**config.mk**
```make
export PLATFORM = sky130hd
export DESIGN_NAME = ex_div_flat
export DESIGN_NICKNAME = d
export VERILOG_FILES = /design/src/rtl/ex_div_if.sv /design/src/rtl/ex_div.sv /design/src/flat_wrapper.sv
export SDC_FILE = /design/constraint.sdc
export NUM_CORES = 1
export LEC_CHECK = 0
export BUFFER_PORTS_ARGS = -buffer_cell sky130_fd_sc_hd__buf_2
export CORE_MARGIN = 2
export CORE_UTILIZATION = 57
export DETAILED_ROUTE_END_ITERATION = 10
export PLACE_DENSITY = 0.78
export SYNTH_ARGS = -nofsm -noshare
export SYNTH_HDL_FRONTEND = slang
export SYNTH_SLANG_ARGS = --single-unit
```
**constraint.sdc**
```tcl
create_clock -name clk -period 4 [get_ports clk]
set_input_delay 0.8 -clock clk [delete_from_list [all_inputs] [get_ports clk]]
set_output_delay 0.8 -clock clk [all_outputs]
set_load 0.01 [all_outputs]
```
**src/rtl/ex_div_if.sv**
```systemverilog
// Request/response bundle between the EX stage and the multi-cycle divider.
interface ex_div_if #(
    parameter int unsigned DIV_W = 32
);
    logic                 signed_div_i;
    logic [DIV_W-1:0]     opdata1_i;
    logic [DIV_W-1:0]     opdata2_i;
    logic                 start_i;
    logic                 annul_i;
    logic [2*DIV_W-1:0]   result_o;
    logic                 ready_o;

    modport master (
        output signed_div_i, opdata1_i, opdata2_i, start_i, annul_i,
        input  result_o, ready_o
    );

    modport slave (
        input  signed_div_i, opdata1_i, opdata2_i, start_i, annul_i,
        output result_o, ready_o
    );
endinterface

```
**src/rtl/ex_div.sv**
```systemverilog
// Radix-2 restoring divider for div/divu, one quotient bit per cycle.
// Define DIV_SIGNED_EN to build signed operand negation and result fix-up.
module ex_div #(
    parameter int unsigned DIV_W = 32,
    parameter int unsigned CNT_W = 6
) (
    input  logic      clk,
    input  logic      rst,
    ex_div_if.slave   bus
);
    typedef enum logic [1:0] {DivFree, DivByZero, DivOn, DivEnd} state_t;

    state_t               state, state_n;
    logic [CNT_W-1:0]     cnt, cnt_n;
    logic [2*DIV_W:0]     work, work_n;
    logic [DIV_W-1:0]     divisor, divisor_n;
    logic [2*DIV_W-1:0]   result, result_n;
    logic                 ready, ready_n;
    logic [DIV_W:0]       trial;
    logic [DIV_W-1:0]     quot, rem;
    logic [DIV_W-1:0]     op1_abs, op2_abs;
    logic                 neg1, neg2, neg1_n, neg2_n;

    assign bus.result_o = result;
    assign bus.ready_o  = ready;

    always_comb begin
        trial = work[2*DIV_W:DIV_W] - {1'b0, divisor};
`ifdef DIV_SIGNED_EN
        neg1_n  = bus.signed_div_i & bus.opdata1_i[DIV_W-1];
        neg2_n  = bus.signed_div_i & bus.opdata2_i[DIV_W-1];
        op1_abs = neg1_n ? -bus.opdata1_i : bus.opdata1_i;
        op2_abs = neg2_n ? -bus.opdata2_i : bus.opdata2_i;
        quot    = (neg1 ^ neg2) ? -work[DIV_W-1:0] : work[DIV_W-1:0];
        rem     = neg1 ? -work[2*DIV_W:DIV_W+1] : work[2*DIV_W:DIV_W+1];
`else
        neg1_n  = 1'b0;
        neg2_n  = 1'b0;
        op1_abs = bus.opdata1_i;
        op2_abs = bus.opdata2_i;
        quot    = work[DIV_W-1:0];
        rem     = work[2*DIV_W:DIV_W+1];
`endif
    end

    always_comb begin
        state_n   = state;
        cnt_n     = cnt;
        work_n    = work;
        divisor_n = divisor;
        result_n  = result;
        ready_n   = ready;
        case (state)
            DivFree: begin
                ready_n  = 1'b0;
                result_n = '0;
                if (bus.start_i && !bus.annul_i) begin
                    if (bus.opdata2_i == '0) begin
                        state_n = DivByZero;
                    end else begin
                        state_n   = DivOn;
                        cnt_n     = '0;
                        divisor_n = op2_abs;
                        work_n    = {{DIV_W{1'b0}}, op1_abs, 1'b0};
                    end
                end
            end
            DivByZero: begin
                work_n  = '0;
                state_n = DivEnd;
            end
            DivOn: begin
                if (bus.annul_i) begin
                    state_n  = DivFree;
                    ready_n  = 1'b0;
                    result_n = '0;
                end else if (cnt == CNT_W'(DIV_W)) begin
                    state_n  = DivEnd;
                    cnt_n    = '0;
                    ready_n  = 1'b1;
                    result_n = {rem, quot};
                end else begin
                    // Trial bit DIV_W set means the subtraction underflowed: keep the partial remainder.
                    if (trial[DIV_W])
                        work_n = {work[2*DIV_W-1:0], 1'b0};
                    else
                        work_n = {trial[DIV_W-1:0], work[DIV_W-1:0], 1'b1};
                    cnt_n = cnt + 1'b1;
                end
            end
            DivEnd: begin
                if (bus.start_i) begin
                    ready_n  = 1'b1;
                    result_n = {rem, quot};
                end else begin
                    state_n  = DivFree;
                    ready_n  = 1'b0;
                    result_n = '0;
                end
            end
            default: state_n = DivFree;
        endcase
    end

    always_ff @(posedge clk) begin
        if (rst) begin
            state   <= DivFree;
            cnt     <= '0;
            work    <= '0;
            divisor <= '0;
            neg1    <= 1'b0;
            neg2    <= 1'b0;
            result  <= '0;
            ready   <= 1'b0;
        end else begin
            state   <= state_n;
            cnt     <= cnt_n;
            work    <= work_n;
            divisor <= divisor_n;
            result  <= result_n;
            ready   <= ready_n;
            // Operand signs are only captured when a new division is accepted.
            if (state == DivFree && state_n == DivOn) begin
                neg1 <= neg1_n;
                neg2 <= neg2_n;
            end
        end
    end
endmodule

```
**src/flat_wrapper.sv**
```systemverilog
// flat-port wrapper written by rule: the top's interface ports become plain ports
module ex_div_flat 
#(
    parameter int unsigned DIV_W = 32,
    parameter int unsigned CNT_W = 6
)
  (clk, rst, bus_signed_div_i, bus_opdata1_i, bus_opdata2_i, bus_start_i, bus_annul_i, bus_result_o, bus_ready_o);
  ex_div_if #(.DIV_W(DIV_W)) bus_i ();
  input  logic clk;
  input  logic rst;
  input wire logic [$bits(bus_i.signed_div_i)-1:0] bus_signed_div_i;
  input wire logic [$bits(bus_i.opdata1_i)-1:0] bus_opdata1_i;
  input wire logic [$bits(bus_i.opdata2_i)-1:0] bus_opdata2_i;
  input wire logic [$bits(bus_i.start_i)-1:0] bus_start_i;
  input wire logic [$bits(bus_i.annul_i)-1:0] bus_annul_i;
  output wire logic [$bits(bus_i.result_o)-1:0] bus_result_o;
  output wire logic [$bits(bus_i.ready_o)-1:0] bus_ready_o;
  assign bus_i.signed_div_i = bus_signed_div_i;
  assign bus_i.opdata1_i = bus_opdata1_i;
  assign bus_i.opdata2_i = bus_opdata2_i;
  assign bus_i.start_i = bus_start_i;
  assign bus_i.annul_i = bus_annul_i;
  assign bus_result_o = bus_i.result_o;
  assign bus_ready_o = bus_i.ready_o;
  ex_div #(.DIV_W(DIV_W), .CNT_W(CNT_W)) u_core (.clk(clk), .rst(rst), .bus(bus_i));
endmodule
```
# ---- Yosys cells after proc, flatten, opt, wreduce, memory -nomap -nowiden
# Index checks and enable logic that the tools add are counted.
dict set report totals {
  regBits 170
  inputBits 69
}
dict set report op_classes {
  n_addsub 2
  eq_ne 10
  muxes 25
  n_bitwise 1
  reduce_logical 12
}
# operator count
set op_table {}
lappend op_table {{2-to-1 mux 65 bit} 5}
lappend op_table {{one-hot mux 65 bit (3 select lines)} 1}
lappend op_table {{2-to-1 mux 64 bit} 3}
lappend op_table {{one-hot mux 64 bit (3 select lines)} 1}
lappend op_table {{subtractor 33 x 32 -> 33 bit} 1}
lappend op_table {{logical NOT 32 bit} 1}
lappend op_table {{2-to-1 mux 6 bit} 4}
lappend op_table {{one-hot mux 6 bit (2 select lines)} 1}
lappend op_table {{2-to-1 mux 2 bit} 5}
lappend op_table {{inequality test 2 bit, second input constant} 4}
lappend op_table {{one-hot mux 2 bit (4 select lines)} 1}
lappend op_table {{adder 6 x 1 -> 6 bit, second input constant} 1}
lappend op_table {{== test 6 bit, second input constant} 1}
lappend op_table {{AND reduction 3 bit} 2}
lappend op_table {{nonzero test 3 bit} 2}
lappend op_table {{AND reduction 5 bit} 1}
lappend op_table {{== test 2 bit, second input constant} 2}
lappend op_table {{AND reduction 4 bit} 1}
lappend op_table {{2-to-1 mux 1 bit} 3}
lappend op_table {{inequality test 3 x 2 -> 1 bit, second input constant} 1}
lappend op_table {{one-hot mux 1 bit (3 select lines)} 1}
lappend op_table {{== test 2 x 1 -> 1 bit, second input constant} 1}
lappend op_table {{logical NOT 2 bit} 1}
lappend op_table {{inequality test 2 x 1 -> 1 bit, second input constant} 1}
lappend op_table {{5 further kinds} 5}

# ---- Longest topological paths before layout
# Gate-level depths: netlist of run 1.
dict set report logic_depth {
  depth_word 5
  ltp_mapped 14
  depth_no_buf 13
}

# ---- Least setup slack after synthesis of run 1
# No wires, ideal clock.
dict set report synth_path {
  path_type {flip-flop to flip-flop}
  from {register u_core.work[32]}
  to {register u_core.work[39]}
  arrival_ps 2773
  required_time_ps 3872
  path_slack_ps 1099
  path_stages_with_launch 15
  synth_period_minus_slack_ps 2901
  path_cell_list {dfxtp_1 inv_1 ha_1 inv_1 fa_1 a211oi_1 o21ai_1 a31oi_1 o41a_4 o21ba_2 nor3_4 nor2_4 buf_6 mux2i_1 o21ai_1}
}
dict set report synth_between {
  elab_chain_cells 5
}
# item line
set synth_lines {}
lappend synth_lines {{start: declaration} ex_div.sv:15} ;# logic [2*DIV_W:0] work, work_n;
lappend synth_lines {{start signal: assignment} ex_div.sv:118} ;# work <= work_n;
lappend synth_lines {{subtractor 33 x 32 -> 33 bit} ex_div.sv:28} ;# trial = work[2*DIV_W:DIV_W] - {1'b0, divisor};
lappend synth_lines {{2-to-1 mux 65 bit} ex_div.sv:84} ;# if (trial[DIV_W])
lappend synth_lines {{2-to-1 mux 65 bit} ex_div.sv:77} ;# end else if (cnt == CNT_W'(DIV_W)) begin
lappend synth_lines {{2-to-1 mux 65 bit} ex_div.sv:73} ;# if (bus.annul_i) begin
lappend synth_lines {{one-hot mux 65 bit (3 select lines)} ex_div.sv:53} ;# case (state)
# No other way between the ends. The select of a mux whose other input is x is not followed.
# A chain may end at the register's enable or synchronous reset.

# ---- Worst setup path after layout of run 1
dict set report layout_path {
  from {register u_core.work[32]}
  to {register u_core.work[44]}
}
# Same word-level chain as after synthesis.

==> results.txt, run 1 <==
Layout area overhead: 16.6%
DRT Pass-1 Iters: 5
Worst Hold Path EP: u_core.work[35]
Routed Antenna Nets: 0
Gpl congestion: 0.905
Critical path required time: 4.31 ns
Worst hold margin: 0.487 ns
Highest Clock Rate: 0.289 GHz
Post-route setup TNS: 0 ns
CTS H-tree depth: 4
Setup crit end kind: flop
Status: finished clean
Hold buffer count at cts: 0
Cells on Worst Hold Path: 2
Initial antenna violation count: 0
EDFF count, synth: 0
Wirelength, routed: 20.8 mm
P per Cell Area: 551 nW/um^2
Die height: 125 um
CTS tree: built
Max-cap violations: 0
Reg-to-reg startpoint: u_core.work[32]
Critical path type: flop to flop
Grt ovf: 0
Synth Flop Type: dfxtp_1
Synth area leader: dfxtp_1
Async S/R FF share, synth: 0%
Final hold vios: 0
Most common cell after layout, fill and taps aside: dfxtp_1
First-pass GRT wire length: 34.7 mm
Crit path time final: 3.46 ns
Worst R2R Path Depth: 14
Sink Count: 170
Final Cell Area: 9800 um^2
R2r setup slk: 0.54 ns
Layout cells sized above 1: 17.8%
Hold_sp: u_core.work[35]
Clk_skew: 0.0119 ns
Worst min path class: flop to flop
Unrepaired setup endpoints after global routing: false
Worst vdd ir: 364 uV
Seq/Total Area, Yosys: 40.5%
Leakage: 4.28 nW
Fin util: 67.7%
Routed vias: 7500
Starting Density: 58.0%
# setup viols final: 0
Post-CTS setup buffers: 0
Synth Instances: 971
Number of global-route vias before repair: 7259
Drt initial violations: 426
Io pins: 134
Setup crit start kind: flop
Tcrit/Tclk final: 86.5%
Filler cell count: 1243
Clock Latency Late Sink: 0.43 ns
Cell variety after synth: 65
CTS Buf Count: 17
Post-cts sizing count: 0
Nets: 1189
Worst Tran Pin Value: 0.885 ns
Dpl cell area: 9230 um^2
Synth top area share: 40.5%
Worst Path Max Fanout: 10
Dpl cells: 1244
Area contributors post-synth: dfxtp_1 41%, mux2i_1 6.9%, nor2_1 6.4%
DR WL/cell: 16.3 um
Core area: 14500 um^2
Total die area: 15700 um^2
Mapped Area: 8400 um^2
Row cnt: 44
Final Power: 5.40 mW
IO Port Bufs: 132
Via-to-Cell Ratio: 5.88
GRT Util Overall: 26.8%
Root buf cell: clkbuf_16
Largest net degree at the start of global routing: 89
Clock transition at path regs: 0.06 ns
Pre-CTS setup slack: 0.536 ns
Clock Path Buffers: 2
Critical Path AT: 3.77 ns
Setup WS post-layout: 0.538 ns
Horiz. Die Dim: 125 um
Worst R2R End: u_core.work[44]
Final Max Tran Viols: 0
# DRC: 0
Post-synthesis net count: 1081
Yosys warning count: 0
Final std cells w/o fill: 1276
Most frequent cells in the layout: 170 x dfxtp_1, 142 x nor2_1, 131 x buf_2
Synthesis-stage register bit count: 170
Relative slew margins: 41.0%
Avg Inst Size Synth: 8.65 um^2
Detailed Place HPWL: 14.1 mm
N_diodes: 0
layout make-up:
class	instances	area, um^2	area share (%)
inverters	46	173	1.76
multi-input cells	696	4610	47.1
well taps	184	230	2.35
flip-flops and latches	170	3400	34.7
clock buffers	20	457	4.66
repair buffers	148	808	8.25
clock inverters	12	114	1.16
worst max-delay path by stage:
stage | start | to | cells past startpoint
final | u_core.work[32] | u_core.work[44] | 14
after global routing | u_core.work[32] | u_core.work[34] | 14
after CTS | u_core.divisor[0] | u_core.work[44] | 13
after detailed placement | bus_opdata2_i[5] | u_core.work[9] | 10
after global placement | bus_opdata2_i[5] | u_core.work[9] | 10
after floorplan | u_core.work[32] | u_core.work[39] | 14
critical path, cell delays in order, from the launching register on:
cell and delay [ns]:
dfxtp_1 0.31, inv_1 0.08, ha_1 0.17, inv_1 0.06, fa_1 0.42, a211oi_1 0.30
o21ai_1 0.14, a31oi_1 0.41, o41a_4 0.27, o21ba_2 0.20, nor3_4 0.07, nor2_4 0.28
buf_4 0.28, mux2i_1 0.25, o21ai_1 0.09
cell families after synthesis:
logic type      count (synthesis)  synth area share (%)
compound gates                251                  21.0
xor+xnor                       31                  3.23
fa+ha+maj                      41                  6.19
buf+inv                       105                  4.91
flops                         170                  40.5
mux                            58                  6.91
simple gates                  315                  17.3
per-layer routing:
metal	track usage, %	wire length [um]
met1	32.8	9060
met2	46.8	10200
met3	6.85	1280
met4	7.32	238
met5	0	0
registers in the layout (all words and copies together) (netlist names):
name / count
u_core.bus.ready_o: 1
u_core.bus.result_o: 64
u_core.cnt: 6
u_core.divisor: 32
u_core.state: 2
u_core.work: 65
power breakdown:
| part | leakage, nW | switching, mW | internal, mW | total, mW |
|---|---|---|---|---|
| clock network | 0.281 | 0.696 | 0.896 | 1.59 |
| logic | 2.63 | 1.13 | 0.705 | 1.83 |
| registers | 1.38 | 0.120 | 1.86 | 1.98 |
cells in the mapped netlist, drive strengths merged (2+ instances only):
library cell / n
o311ai: 3
a221oi: 25
a211o: 2
ha: 40
a211oi: 12
and3: 35
nand2b: 5
xor2: 11
nand2: 59
o41ai: 2
nand4: 12
buf: 12
a21o: 11
a32oi: 4
nor2b: 5
o211ai: 2
xnor2: 20
and2: 6
clkbuf: 47
o41a: 2
nor3: 20
inv: 46
nand3: 9
nor4: 9
or3: 2
a22oi: 65
o31ai: 5
nor2: 145
mux2i: 58
a31oi: 5
a2111oi: 2
dfxtp: 170
o21a: 6
o21bai: 7
or2: 3
a21oi: 37
o21ai: 50
No activity file was read; power rests on OpenSTA's default activity.
==> run 2, diff against run 1 <==
Clock period 4 ns to 3.8 ns, I/O delays scaled along.
==> results.txt, run 2 (synthesized netlist as in run 1, its figures left out) <==
Routed vias: 7590
Post-route setup TNS: 0 ns
Final Power: 5.95 mW
Worst vdd ir: 391 uV
Post-CTS setup buffers: 0
Clk_skew: 0.00746 ns
Final std cells w/o fill: 1284
Detailed Place HPWL: 14.4 mm
Via-to-Cell Ratio: 5.91
Final Max Tran Viols: 0
Most frequent cells in the layout: 170 x dfxtp_1, 142 x nor2_1, 131 x buf_2
Clock transition at path regs: 0.06 ns
Wirelength, routed: 20.9 mm
Leakage: 4.36 nW
Max reg flops: 65
Worst R2R Path Depth: 13
Worst R2R End: u_core.work[58]
Dpl cells: 1251
CTS tree: built
Drt initial violations: 420
Reg-to-reg startpoint: u_core.work[32]
DR WL/cell: 16.3 um
Net Switching: 2.04 mW
# DRC: 0
Cell mode on critical path: inv_1
Worst Tran Pin Value: 1.01 ns
Critical Path AT: 3.90 ns
Tcrit/Tclk final: 93.4%
Max-cap violations: 0
Worst Path Max Fanout: 25
Top reg by flops: u_core.work
Worst Hold Path EP: u_core.state[1]
Highest Clock Rate: 0.282 GHz
Initial antenna violation count: 1
CTS H-tree depth: 4
Root buf cell: clkbuf_16
Hold buffer count at cts: 0
Largest net degree at the start of global routing: 66
First-pass GRT wire length: 35.0 mm
Final hold vios: 0
IO Port Bufs: 132
Pint: 3.91 mW
Relative slew margins: 32.8%
Total die area: 15700 um^2
Status: finished clean
Clk network pwr share: 31.9%
Worst min path class: flop to flop
Unrepaired setup endpoints after global routing: false
GRT Util Overall: 26.9%
Top Family by Delay on Critical Path: compound AO/OA/AOI/OAI gates
Die height: 125 um
Row cnt: 44
R2r setup slk: 0.25 ns
Reg power frac: 35.1%
Number of global-route vias before repair: 7426
Max incr delay on CP: 0.77 ns
Crit path time final: 3.55 ns
Cells on Worst Hold Path: 2
Worst path slowest cell: nor2_4
Grt ovf: 0
Starting Density: 58.0%
Clock Path Buffers: 2
Horiz. Die Dim: 125 um
Gpl congestion: 0.856
Setup crit end kind: flop
Critical path required time: 4.15 ns
Hold_sp: u_core.state[1]
Buffer and inverter count on the worst path: 2
# setup viols final: 0
Core area: 14500 um^2
Setup crit start kind: flop
Most common cell after layout, fill and taps aside: dfxtp_1
Switching share of power: 34.3%
Cell Chain, Critical Path: inv_1 -> ha_1 -> inv_1 -> fa_1 -> a211oi_1 -> o21ai_1 -> a31oi_1 -> o41a_4 -> o21ba_2 -> nor3_4 -> nor2_4 -> mux2i_1 -> o31ai_1
P per Cell Area: 599 nW/um^2
Routed Antenna Nets: 0
CTS Buf Count: 17
Sink Count: 170
Layout area overhead: 18.3%
Logic pwr share: 33.1%
DRT Pass-1 Iters: 5
Layout cells sized above 1: 18.4%
Io pins: 134
Clock Latency Late Sink: 0.44 ns
Nets: 1196
Critical path type: flop to flop
==> run 2: cell count changes in the layout (fill, tap and decap cells not counted) <==
cell / previous run / this run
bufinv_16: 1 / 4
clkbuf_8: 2 / 5
clkinv_4: 4 / 0
buf_4: 15 / 22
inv_6: 3 / 2
clkbuf_1: 1 / 0
diode_2: 0 / 1
==> run 2: worst max-delay path by stage <==
stage | startpoint | endpoint | slack, ns | depth (start not counted)
after floorplan | u_core.work[32] | u_core.work[39] | 0.90 | 14
after global placement | u_core.work[32] | u_core.work[58] | 0.40 | 13
after detailed placement | u_core.work[32] | u_core.work[58] | 0.28 | 13
after CTS | u_core.work[32] | u_core.work[58] | 0.24 | 13
after global routing | u_core.work[32] | u_core.work[34] | 0.007 | 13
final | u_core.work[32] | u_core.work[58] | 0.25 | 13
==> run 2: layout make-up <==
class	count	area (um^2)
Clock inverter	10	160
Antenna cell	1	2.50
Fill cell	1205	4540
Tap cell	184	230
Timing Repair Buffer	155	861
Sequential cell	170	3400
Multi-Input combinational cell	696	4610
Inverter	46	173
Clock buffer	22	494
==> run 2: repair_timing <==
action                                 in CTS  in global routing
endpoints found under the hold margin       0                  0
gates resized for setup                     0                  0
setup endpoints to repair                   0                  2
==> run 2: per-layer routing <==
metal | GRT usage [%] | up-vias | share of wire [%]
li1 | - | 3729 | -
met1 | 32.9 | 3610 | 43
met2 | 46.4 | 213 | 48
met3 | 6.33 | 38 | 6.7
met4 | 10.0 | 0 | 2.3
met5 | 0 | - | 0
==> run 2: power groups by stage <==
stage	Clock [mW]	Combinational (mW)	Sequential, mW
after floorplan	0	1.46	2.09
after global placement	0	1.90	2.12
after detailed placement	0	1.94	2.12
after CTS	1.92	1.96	2.08
after global routing	1.99	2.16	2.11
final	1.90	1.97	2.09
==> run 2: worst register-to-register path, stage by stage (launching register included) <==
cell      delay (ns)
dfxtp_1         0.31
inv_1           0.08
ha_1            0.16
inv_1           0.05
fa_1            0.42
a211oi_1        0.27
o21ai_1         0.14
a31oi_1         0.33
o41a_4          0.24
o21ba_2         0.20
nor3_4          0.05
nor2_4          0.77
mux2i_1         0.21
o31ai_1         0.23
==> run 2: through the flow <==
stage | cell area [um^2] | worst slack [ns] | util [%] | hold slack, ns
3_3_place_gp | 9280 | 0.401 | 64.1 | 0.462
6_report | 9940 | 0.250 | 68.6 | 0.491
3_5_place_dp | 9280 | 0.279 | 64.1 | 0.483
5_1_grt | 9940 | 0.00697 | 68.6 | 0.511
4_1_cts | 9940 | 0.241 | 68.6 | 0.495
2_1_floorplan | 8400 | 0.899 | - | 0.455
==> run 3, diff against run 2 <==
Settings changed: CORE_UTILIZATION 57 to 60, PLACE_DENSITY 0.78 to 0.82.
Clock period 3.8 ns to 4.6 ns, I/O delays scaled along.
==> results.txt, run 3 (synthesized netlist as in run 1, its figures left out) <==
Via-to-Cell Ratio: 5.90
Switching share of power: 35.7%
Starting Density: 61.0%
Sink Count: 170
Final Cell Area: 9750 um^2
Critical path required time: 4.92 ns
Dpl cells: 1232
GRT busiest layer: met2
Worst vdd ir: 336 uV
Worst min path class: flop to flop
Critical Path AT: 4.00 ns
Setup crit start kind: flop
Reg power frac: 36.4%
DR WL/cell: 15.7 um
Top reg by flops: u_core.work
CTS Buf Count: 17
Max reg flops: 65
DRT Pass-1 Iters: 5
Pint: 3.04 mW
Io pins: 134
Layout cells sized above 1: 17.3%
GRT Util Overall: 27.5%
Highest Clock Rate: 0.271 GHz
N_diodes: 0
Met2 usage: 47.4%
# DRC: 0
Gpl congestion: 0.942
Final hold vios: 0
Largest net degree at the start of global routing: 71
Clk network pwr share: 31.0%
Clock transition at path regs: 0.07 ns
Die height: 122 um
IO Port Bufs: 132
Most common cell after layout, fill and taps aside: dfxtp_1
Grt met1 use: 33.3%
P per Cell Area: 485 nW/um^2
Critical path type: flop to flop
Logic pwr share: 32.6%
Post-cts sizing count: 0
Drt initial violations: 517
Setup crit end kind: flop
Total die area: 15000 um^2
Number of global-route vias before repair: 7142
Clk_skew: 0.00891 ns
Tcrit/Tclk final: 80.1%
Final Max Tran Viols: 0
Dpl cell area: 9140 um^2
Layout area overhead: 16.0%
Most frequent cells in the layout: 170 x dfxtp_1, 142 x nor2_1, 131 x buf_2
Nets: 1181
CTS H-tree depth: 4
Routed vias: 7460
Post-CTS setup buffers: 0
Final std cells w/o fill: 1264
Core area: 13800 um^2
# setup viols final: 0
Grt ovf: 0
Worst Tran Pin Value: 1.05 ns
CTS tree: built
Root buf cell: clkbuf_16
Routed Antenna Nets: 0
Initial antenna violation count: 1
Worst Path Max Fanout: 14
Clock Path Buffers: 2
Clock Latency Late Sink: 0.43 ns
Met3 global-route usage: 7.02%
Status: finished clean
Unrepaired setup endpoints after global routing: false
Crit path time final: 3.68 ns
Row cnt: 43
Leakage: 4.25 nW
Horiz. Die Dim: 122 um
Relative slew margins: 29.8%
Max-cap violations: 0
Hold buffer count at cts: 0
Post-route setup TNS: 0 ns
Wirelength, routed: 19.9 mm
First-pass GRT wire length: 33.2 mm
R2r setup slk: 0.92 ns
Detailed Place HPWL: 13.7 mm
Net Switching: 1.69 mW
==> run 3: cell types whose count changed in the layout (fill, tap and decap cells not counted), sizes merged <==
cell and change:
buf -15, clkbuf -3, inv +3, bufinv -2, clkinv +2, diode -1
==> run 3: cell type report <==
type                    count  area (um^2)
clock buffers              19          453
clock inverters            13          156
fillers                  1139         4030
inverters                  46          173
multi-input cells         696         4610
flip-flops and latches    170         3400
well taps                 180          225
repair buffers            140          723
==> run 3: worst max-delay path, stage by stage (launching register included) <==
cell and delay [ns]:
dfxtp_1 0.31, inv_1 0.08, ha_1 0.17, inv_1 0.06
fa_1 0.42, a211oi_1 0.25, o21ai_1 0.14, a31oi_1 0.42
o41a_4 0.27, o21ba_2 0.21, nor3_4 0.08, nor2_4 0.48
buf_4 0.35, mux2i_1 0.25, o21ai_1 0.08
==> run 3: routing by layer <==
layer | vias up | wire length [um]
li1 | 3713 | -
met1 | 3508 | 8800
met2 | 202 | 9600
met3 | 35 | 1070
met4 | 2 | 406
met5 | - | 13
==> run 3: final timing paths <==
check	from	endpoint	cells after the start
setup / recovery	u_core.work[32]	u_core.work[45]	14
hold / removal	u_core.work[41]	u_core.work[41]	2
setup reg to reg	u_core.work[32]	u_core.work[45]	14
hold reg to reg	u_core.work[41]	u_core.work[41]	2
==> run 3: power by group through the flow <==
stage,clock network (mW),logic [mW],registers [mW]
after global placement,0,1.49,1.75
after CTS,1.49,1.53,1.72
final,1.46,1.54,1.72
after global routing,1.55,1.72,1.74
after floorplan,0,1.21,1.73
after detailed placement,0,1.52,1.75
==> run 3: stage by stage <==
step / utilization (%) / total power [mW] / hold slack [ns] / worst slack, ns
after detailed placement: 66.4 / 3.27 / 0.476 / 0.938
after global routing: 70.8 / 5.01 / 0.511 / 0.615
final: 70.8 / 4.73 / 0.480 / 0.916
after global placement: 66.4 / 3.24 / 0.471 / 0.988
after CTS: 70.8 / 4.74 / 0.485 / 0.959
after floorplan: - / 2.93 / 0.455 / 1.70
